### src/rtl/phold_mc_pkg.sv
`default_nettype none
// ============================================================================
//  Module      : phold_mc_pkg
//  Description : Shared MC-interface definitions for the phold personality.
//                MC command encodings (request and response), MC size
//                encodings and helper functions that locate the core-ID
//                field inside rtnctl.
//  Revision    : 1.0  initial release
// ============================================================================
package phold_mc_pkg;

    // Request commands
    localparam logic [2:0] MC_CMD_RD      = 3'd1;
    localparam logic [2:0] MC_CMD_WR      = 3'd2;
    // Response commands
    localparam logic [2:0] MC_CMD_RD_DATA = 3'd2;
    localparam logic [2:0] MC_CMD_WR_CMP  = 3'd3;

    // Access size encodings
    localparam logic [1:0] MC_SIZE_1B = 2'd0;
    localparam logic [1:0] MC_SIZE_2B = 2'd1;
    localparam logic [1:0] MC_SIZE_4B = 2'd2;
    localparam logic [1:0] MC_SIZE_8B = 2'd3;

    // rtnctl layout: {zeros, core_id, tag}; the tag sits at bit 0.
    function automatic int rtnctl_core_lsb(input int tag_w);
        return tag_w;
    endfunction

    function automatic int rtnctl_core_msb(input int tag_w, input int core_w);
        return tag_w + core_w - 1;
    endfunction

endpackage : phold_mc_pkg
`default_nettype wire

### src/rtl/rr_arbiter.sv
`default_nettype none
// ============================================================================
//  Module      : rr_arbiter
//  Description : Combinational round-robin arbiter. Grants the first asserted
//                request found searching upward from ptr+1 with wrap-around.
//                N must be a power of two so the index add wraps naturally.
//  Ports       : req[N]  request vector
//                en      grant enable (no grant when low)
//                ptr     last granted index
//                gnt[N]  one-hot grant
//                idx     encoded grant index (0 when no grant)
//  Revision    : 1.0  initial release
// ============================================================================
module rr_arbiter #(
    parameter int N  = 8,
    parameter int IW = $clog2(N)
) (
    input  logic [N-1:0]  req,
    input  logic          en,
    input  logic [IW-1:0] ptr,
    output logic [N-1:0]  gnt,
    output logic [IW-1:0] idx
);

    logic [IW-1:0] w_cand;
    logic          w_found;

    // k = N truncates to offset 0, so ptr itself is examined last.
    always_comb begin
        gnt     = '0;
        idx     = '0;
        w_found = 1'b0;
        w_cand  = '0;
        for (int k = 1; k <= N; k++) begin
            w_cand = ptr + IW'(k);
            if (en && !w_found && req[w_cand]) begin
                w_found     = 1'b1;
                gnt[w_cand] = 1'b1;
                idx         = w_cand;
            end
        end
    end

endmodule : rr_arbiter
`default_nettype wire

### src/rtl/mc_core_arbiter.sv
`default_nettype none
// ============================================================================
//  Module      : mc_core_arbiter
//  Description : Shares one MC port among NUM_CORES phold cores. Round-robin
//                grant into a single registered request slot, rtnctl tagging
//                with {core, tag}, registered response routing and per-core
//                credit counters limiting outstanding requests to MAX_OUTST.
//  Ports       : clk, rst_n (async active-low)
//                core_rq_*  per-core packed request buses, core_rq_gnt out
//                core_rs_*  routed response (one-hot vld)
//                mc_rq_*    MC request slot, mc_rq_stall backpressure in
//                mc_rs_*    MC response in; mc_rs_stall/mc_rq_flush tied 0
//                idle, err  status (err is sticky)
//  Options     : `define MC_ARB_STATS_EN adds stat_rq_total,
//                stat_stall_cycles and stat_credit_block counters.
//  Revision    : 1.0  initial release
// ============================================================================
module mc_core_arbiter
    import phold_mc_pkg::*;
#(
    parameter int NUM_CORES    = 8,
    parameter int RTNCTL_WIDTH = 32,
    parameter int TAG_W        = 8,
    parameter int MAX_OUTST    = 16
) (
    input  logic                         clk,
    input  logic                         rst_n,
    input  logic [NUM_CORES-1:0]         core_rq_vld,
    input  logic [3*NUM_CORES-1:0]       core_rq_cmd,
    input  logic [4*NUM_CORES-1:0]       core_rq_scmd,
    input  logic [2*NUM_CORES-1:0]       core_rq_size,
    input  logic [48*NUM_CORES-1:0]      core_rq_vadr,
    input  logic [64*NUM_CORES-1:0]      core_rq_data,
    input  logic [TAG_W*NUM_CORES-1:0]   core_rq_tag,
    output logic [NUM_CORES-1:0]         core_rq_gnt,
    output logic [NUM_CORES-1:0]         core_rs_vld,
    output logic [2:0]                   core_rs_cmd,
    output logic [3:0]                   core_rs_scmd,
    output logic [TAG_W-1:0]             core_rs_tag,
    output logic [63:0]                  core_rs_data,
    output logic                         mc_rq_vld,
    output logic [2:0]                   mc_rq_cmd,
    output logic [3:0]                   mc_rq_scmd,
    output logic [1:0]                   mc_rq_size,
    output logic [47:0]                  mc_rq_vadr,
    output logic [63:0]                  mc_rq_data,
    output logic [RTNCTL_WIDTH-1:0]      mc_rq_rtnctl,
    input  logic                         mc_rq_stall,
    input  logic                         mc_rs_vld,
    input  logic [2:0]                   mc_rs_cmd,
    input  logic [3:0]                   mc_rs_scmd,
    input  logic [63:0]                  mc_rs_data,
    input  logic [RTNCTL_WIDTH-1:0]      mc_rs_rtnctl,
    output logic                         mc_rs_stall,
    output logic                         mc_rq_flush,
    output logic                         idle,
`ifdef MC_ARB_STATS_EN
    output logic [63:0]                  stat_rq_total,
    output logic [63:0]                  stat_stall_cycles,
    output logic [63:0]                  stat_credit_block,
`endif
    output logic                         err
);

    localparam int                C_CORE_W    = $clog2(NUM_CORES);
    localparam int                C_CNT_W     = $clog2(MAX_OUTST + 1);
    localparam int                C_CORE_LSB  = rtnctl_core_lsb(TAG_W);
    localparam int                C_ID_TOP    = rtnctl_core_msb(TAG_W, C_CORE_W) + 1;
    localparam logic [C_CNT_W-1:0]  C_MAX_OUTST = C_CNT_W'(MAX_OUTST);
    localparam logic [C_CORE_W-1:0] C_PTR_RST   = C_CORE_W'(NUM_CORES - 1);

    // ---------------- per-core views of the packed request buses ----------
    logic [2:0]       w_cmd  [NUM_CORES];
    logic [3:0]       w_scmd [NUM_CORES];
    logic [1:0]       w_size [NUM_CORES];
    logic [47:0]      w_vadr [NUM_CORES];
    logic [63:0]      w_data [NUM_CORES];
    logic [TAG_W-1:0] w_tag  [NUM_CORES];

    logic [C_CNT_W-1:0]  r_cnt [NUM_CORES];
    logic [NUM_CORES-1:0] w_elig;
    logic [NUM_CORES-1:0] w_full;
    logic [NUM_CORES-1:0] w_cnt_nz;

    for (genvar g = 0; g < NUM_CORES; g++) begin : g_core
        assign w_cmd[g]    = core_rq_cmd[g*3 +: 3];
        assign w_scmd[g]   = core_rq_scmd[g*4 +: 4];
        assign w_size[g]   = core_rq_size[g*2 +: 2];
        assign w_vadr[g]   = core_rq_vadr[g*48 +: 48];
        assign w_data[g]   = core_rq_data[g*64 +: 64];
        assign w_tag[g]    = core_rq_tag[g*TAG_W +: TAG_W];
        // Registered count only: a response this cycle does not free a slot
        // until the next cycle.
        assign w_elig[g]   = core_rq_vld[g] && (r_cnt[g] < C_MAX_OUTST);
        assign w_full[g]   = (r_cnt[g] == C_MAX_OUTST);
        assign w_cnt_nz[g] = (r_cnt[g] != '0);
    end

    // ---------------- arbitration ----------------------------------------
    logic                  r_mc_rq_vld;
    logic [C_CORE_W-1:0]   r_ptr;
    logic                  w_out_free;
    logic [NUM_CORES-1:0]  w_gnt;
    logic [C_CORE_W-1:0]   w_gnt_idx;
    logic [RTNCTL_WIDTH-1:0] w_rtnctl;

    assign w_out_free = !r_mc_rq_vld || !mc_rq_stall;

    rr_arbiter #(
        .N   (NUM_CORES)
    ) u_rr_arbiter (
        .req (w_elig),
        .en  (w_out_free),
        .ptr (r_ptr),
        .gnt (w_gnt),
        .idx (w_gnt_idx)
    );

    always_comb begin
        w_rtnctl                             = '0;
        w_rtnctl[TAG_W-1:0]                  = w_tag[w_gnt_idx];
        w_rtnctl[C_CORE_LSB +: C_CORE_W]     = w_gnt_idx;
    end

    // ---------------- MC request slot -------------------------------------
    logic [2:0]              r_mc_rq_cmd;
    logic [3:0]              r_mc_rq_scmd;
    logic [1:0]              r_mc_rq_size;
    logic [47:0]             r_mc_rq_vadr;
    logic [63:0]             r_mc_rq_data;
    logic [RTNCTL_WIDTH-1:0] r_mc_rq_rtnctl;

    always_ff @(posedge clk or negedge rst_n) begin
        if (!rst_n) begin
            r_mc_rq_vld    <= 1'b0;
            r_mc_rq_cmd    <= '0;
            r_mc_rq_scmd   <= '0;
            r_mc_rq_size   <= '0;
            r_mc_rq_vadr   <= '0;
            r_mc_rq_data   <= '0;
            r_mc_rq_rtnctl <= '0;
            r_ptr          <= C_PTR_RST;
        end else if (w_out_free) begin
            if (|w_gnt) begin
                r_mc_rq_vld    <= 1'b1;
                r_mc_rq_cmd    <= w_cmd[w_gnt_idx];
                r_mc_rq_scmd   <= w_scmd[w_gnt_idx];
                r_mc_rq_size   <= w_size[w_gnt_idx];
                r_mc_rq_vadr   <= w_vadr[w_gnt_idx];
                r_mc_rq_data   <= w_data[w_gnt_idx];
                r_mc_rq_rtnctl <= w_rtnctl;
                r_ptr          <= w_gnt_idx;
            end else begin
                r_mc_rq_vld    <= 1'b0;
            end
        end
    end

    // ---------------- response routing ------------------------------------
    logic                 w_rs_id_bad;
    logic                 w_rs_ok;
    logic [C_CORE_W-1:0]  w_rs_core;
    logic [NUM_CORES-1:0] w_rs_dec;
    logic [NUM_CORES-1:0] w_uf;

    // Any set bit above the core field means an ID >= NUM_CORES.
    if (C_ID_TOP < RTNCTL_WIDTH) begin : g_id_upper
        assign w_rs_id_bad = |mc_rs_rtnctl[RTNCTL_WIDTH-1:C_ID_TOP];
    end else begin : g_id_full
        assign w_rs_id_bad = 1'b0;
    end

    assign w_rs_core = mc_rs_rtnctl[C_CORE_LSB +: C_CORE_W];
    assign w_rs_ok   = mc_rs_vld && !w_rs_id_bad;

    always_comb begin
        w_rs_dec = '0;
        if (w_rs_ok) begin
            w_rs_dec[w_rs_core] = 1'b1;
        end
    end

    // A decrement at zero is an underflow unless a grant cancels it.
    always_comb begin
        w_uf = '0;
        for (int i = 0; i < NUM_CORES; i++) begin
            w_uf[i] = w_rs_dec[i] && !w_gnt[i] && !w_cnt_nz[i];
        end
    end

    logic [NUM_CORES-1:0] r_rs_vld;
    logic [2:0]           r_rs_cmd;
    logic [3:0]           r_rs_scmd;
    logic [TAG_W-1:0]     r_rs_tag;
    logic [63:0]          r_rs_data;
    logic                 r_err;

    always_ff @(posedge clk or negedge rst_n) begin
        if (!rst_n) begin
            r_rs_vld  <= '0;
            r_rs_cmd  <= '0;
            r_rs_scmd <= '0;
            r_rs_tag  <= '0;
            r_rs_data <= '0;
            r_err     <= 1'b0;
        end else begin
            r_rs_vld <= w_rs_dec;
            if (w_rs_ok) begin
                r_rs_cmd  <= mc_rs_cmd;
                r_rs_scmd <= mc_rs_scmd;
                r_rs_tag  <= mc_rs_rtnctl[TAG_W-1:0];
                r_rs_data <= mc_rs_data;
            end
            r_err <= r_err | (mc_rs_vld && w_rs_id_bad) | (|w_uf);
        end
    end

    // ---------------- credit counters -------------------------------------
    always_ff @(posedge clk or negedge rst_n) begin
        if (!rst_n) begin
            for (int i = 0; i < NUM_CORES; i++) begin
                r_cnt[i] <= '0;
            end
        end else begin
            for (int i = 0; i < NUM_CORES; i++) begin
                if (w_gnt[i] && !w_rs_dec[i]) begin
                    r_cnt[i] <= r_cnt[i] + C_CNT_W'(1);
                end else if (!w_gnt[i] && w_rs_dec[i] && w_cnt_nz[i]) begin
                    r_cnt[i] <= r_cnt[i] - C_CNT_W'(1);
                end
            end
        end
    end

`ifdef MC_ARB_STATS_EN
    // ---------------- statistics (saturating) -----------------------------
    logic [63:0] r_stat_rq_total;
    logic [63:0] r_stat_stall_cycles;
    logic [63:0] r_stat_credit_block;

    always_ff @(posedge clk or negedge rst_n) begin
        if (!rst_n) begin
            r_stat_rq_total     <= '0;
            r_stat_stall_cycles <= '0;
            r_stat_credit_block <= '0;
        end else begin
            if (r_mc_rq_vld && !mc_rq_stall && (r_stat_rq_total != '1)) begin
                r_stat_rq_total <= r_stat_rq_total + 64'd1;
            end
            if (r_mc_rq_vld && mc_rq_stall && (r_stat_stall_cycles != '1)) begin
                r_stat_stall_cycles <= r_stat_stall_cycles + 64'd1;
            end
            if ((|(core_rq_vld & w_full)) && (r_stat_credit_block != '1)) begin
                r_stat_credit_block <= r_stat_credit_block + 64'd1;
            end
        end
    end

    assign stat_rq_total     = r_stat_rq_total;
    assign stat_stall_cycles = r_stat_stall_cycles;
    assign stat_credit_block = r_stat_credit_block;
`else
    logic w_unused_full;
    assign w_unused_full = |w_full;
`endif

    // ---------------- outputs ---------------------------------------------
    assign core_rq_gnt  = w_gnt;
    assign core_rs_vld  = r_rs_vld;
    assign core_rs_cmd  = r_rs_cmd;
    assign core_rs_scmd = r_rs_scmd;
    assign core_rs_tag  = r_rs_tag;
    assign core_rs_data = r_rs_data;
    assign mc_rq_vld    = r_mc_rq_vld;
    assign mc_rq_cmd    = r_mc_rq_cmd;
    assign mc_rq_scmd   = r_mc_rq_scmd;
    assign mc_rq_size   = r_mc_rq_size;
    assign mc_rq_vadr   = r_mc_rq_vadr;
    assign mc_rq_data   = r_mc_rq_data;
    assign mc_rq_rtnctl = r_mc_rq_rtnctl;
    assign mc_rs_stall  = 1'b0;
    assign mc_rq_flush  = 1'b0;
    assign idle         = !r_mc_rq_vld && !(|w_cnt_nz);
    assign err          = r_err;

endmodule : mc_core_arbiter
`default_nettype wire

### config.mk
export PLATFORM = sky130hd
export DESIGN_NAME = mc_core_arbiter
export DESIGN_NICKNAME = d
export VERILOG_FILES = /design/src/rtl/phold_mc_pkg.sv /design/src/rtl/rr_arbiter.sv /design/src/rtl/mc_core_arbiter.sv
export SDC_FILE = /design/constraint.sdc
export NUM_CORES = 1
export LEC_CHECK = 0
export BUFFER_PORTS_ARGS = -buffer_cell sky130_fd_sc_hd__buf_2
export CAP_MARGIN = 10
export CORE_AREA = 4 4 550 552
export DETAILED_ROUTE_END_ITERATION = 6
export DIE_AREA = 0 0 554 556
export GPL_ROUTABILITY_DRIVEN = 0
export PLACE_DENSITY_LB_ADDON = 0.08
export SETUP_SLACK_MARGIN = 0.1
export SLEW_MARGIN = 20
export SYNTH_ARGS = -nofsm -noshare
export SYNTH_HDL_FRONTEND = slang
export SYNTH_SLANG_ARGS = --single-unit
### constraint.sdc
create_clock -name clk -period 9.7 [get_ports clk]
set_clock_uncertainty 0.05 [all_clocks]
set_input_delay 0.97 -clock clk [delete_from_list [all_inputs] [get_ports clk]]
set_output_delay 0.97 -clock clk [all_outputs]
set_load 0.05 [all_outputs]
==> results.sh <==
export IMPL_status="finished clean"
export IMPL_synth_area_um2=23000
export IMPL_setup_viol=0
export IMPL_design_core_area_um2=297000
export IMPL_dp_hpwl_um=195000
export IMPL_min_path_type="in -> async"
export IMPL_tightest_slew_ps=1100
export IMPL_yosysWarnings=0
export IMPL_vias_per_cell=3.67
export IMPL_post_route_drc_count=0
export IMPL_synth_edff_count=0
export IMPL_place_ws_ps=1840
export IMPL_avgSynthCellArea_um2=8.55
export IMPL_cts_max_path_buffers=3
export IMPL_fillers=34700
export IMPL_nets=5095
export IMPL_cts_buffers=45
export IMPL_cts_hold_buf=0
export IMPL_ys_flop_type="dfrtp_1"
export IMPL_clock_latency_ps=650
export IMPL_relSlewSlack_pct=24.8
export IMPL_crit_arrival_ps=8250
export IMPL_rsz0062_at_grt="no"
export IMPL_final_util_pct=12.2
export IMPL_seqCellArea_um2=6610
export IMPL_synthArstFlopShare_pct=100
export IMPL_io_pins=1400
export IMPL_multi_input_area_um2=15100
export IMPL_die_h_um=556
export IMPL_first_global_vias=30700
export IMPL_ys_seq_area_share_pct=28.8
export IMPL_cts_clk_slew_worst_paths_ps=70
export IMPL_synth_cells=2689
export IMPL_drt_total_wl_um=241000
export IMPL_layout_drive_gt1_share_pct=45.1
export IMPL_syn_to_final_growth_pct=57.2
export IMPL_worst_setup_path_start_kind="flip-flop"
export IMPL_setup_ws_ps=1960
export IMPL_first_pass_iters=6
export IMPL_cts_tree="yes"
export IMPL_grt_pass1_wl_um=313000
export IMPL_portBuffers=1376
export IMPL_crit_path_end_kind="flip-flop"
export IMPL_die_area_um2=308000
export IMPL_start_util_pct=7.74
export IMPL_clock_sinks=264
export IMPL_routed_top_layer="met5"
export IMPL_max_freq_mhz=129
export IMPL_m1WireLength_um=97100
export IMPL_rows=200
export IMPL_report_final_slew_viol_count=0
export IMPL_final_setup_tns_ps=0
export IMPL_final_min_clock_period_ps=7740
export IMPL_hold_viol_final=0
export IMPL_vias=29000
export IMPL_routedWlPerCell_um=30.4
export IMPL_grt_use_total_pct=14.9
export IMPL_cap_violations=0
export IMPL_cts_htree_levels=2
export IMPL_dr_wl_met2_um=118000
export IMPL_drt_iter0_markers=1736
export IMPL_crit_type="reg -> reg"
export IMPL_ctsResizeCount=0
export IMPL_period_share_pct=79.8
export IMPL_antenna_left=0
export IMPL_postCtsSetupRepairBufs=0
export IMPL_grt_max_degree=112
export IMPL_final_cell_mix="buf_2, nand2_1, dfrtp_1"
export IMPL_dr_wl_met3_um=20000
export IMPL_worstPathMaxFanout=53
export IMPL_cts_root_buf="clkbuf_16"
export IMPL_cp_required_ps=10210
export IMPL_antenna_found_initial=237
export IMPL_final_common_cell="buf_2"
export IMPL_ys_seq_elements=264
export IMPL_ys_types=80
export IMPL_gr_total_overflow=0
export IMPL_holdWs_ps=287
export IMPL_die_w_um=554
-- synthesized netlist by cell type (all sizes together), types with 31 or more instances --
cell type  count  area [µm²]
nor3         148         741
nor2          38         145
buf           63         439
and2         267        1670
clkbuf       257         965
ha            31         388
nand2        556        2090
mux2         104        1170
a31oi        134        1360
dfrtp        261        6530
a2111oi      262        2330
a311o        258        2580
-- path summary, 6_finish.rpt --
| kind | end | slack (ps) | cells past startpoint | from |
|---|---|---|---|---|
| min reg2reg | core_rs_data[49] | 450 | 1 | core_rs_data[49] |
| max reg2reg | mc_rq_vadr[19] | 1960 | 14 | r_ptr[0] |
| max | mc_rq_vadr[19] | 1960 | 14 | r_ptr[0] |
| min | r_cnt[35] | 290 | 1 | rst_n |
| min in group clk | core_rs_data[49] | 450 | 1 | core_rs_data[49] |
| max in group asynchronous | mc_rq_vadr[13] | 7080 | 3 | rst_n |
-- per-layer routing --
metal	global-route usage (%)	vias up
met4	2.53	134
met3	5.26	420
met1	17.4	14400
met5	0	-
li1	-	12800
met2	26.3	1308
-- registers in the layout, indices dropped and copies added (netlist names) --
register	flops
mc_rq_vadr	48
mc_rq_size	2
core_rs_scmd	4
err	1
core_rs_tag	8
mc_rq_vld	1
core_rs_data	64
mc_rq_rtnctl	11
r_cnt	40
r_ptr	3
core_rs_vld	8
mc_rq_scmd	4
mc_rq_data	64
core_rs_cmd	3
mc_rq_cmd	3
-- final cells by class --
type                    instances  share of cell area [%]
diodes                         40                   0.277
clock buffers                  72                    3.73
clock inverters                 7                   0.246
inverters                      26                   0.270
multi-input cells            2101                    41.9
flip-flops and latches        264                    18.3
well taps                    3939                    13.6
repair buffers               1471                    21.7
-- kinds of logic after synthesis --
| group | Yosys count | synth area share (%) |
|---|---|---|
| flops | 264 | 28.8 |
| simple gates | 1111 | 23.3 |
| other cells | 1 | 0.0163 |
| mux | 130 | 6.79 |
| fa+ha+maj | 39 | 2.38 |
| compound gates | 762 | 30.8 |
| xor+xnor | 36 | 1.44 |
| buf+inv | 346 | 6.53 |
-- stage by stage --
stage,cells,instance area [µm²]
6_report,7920,36100
5_1_grt,7897,36100
4_1_cts,7880,36000
3_5_place_dp,7801,34600
3_3_place_gp,7800,34600
2_1_floorplan,2711,23100
-- worst max-delay path, stage by stage (launching register included) --
cell       delay, ps
dfstp_2         1070
inv_2            410
ha_1             840
inv_1            440
mux4_2           730
a2111oi_4        730
and3_1           430
a211oi_1         110
a22oi_2          400
buf_4            670
buf_4            710
a2111oi_0        190
buf_4            190
a311o_1          320
a31oi_2          160
Power is left out: the tool's default activity adds up to more than one toggle a clock period on the data nets, which glitch-free logic cannot reach.
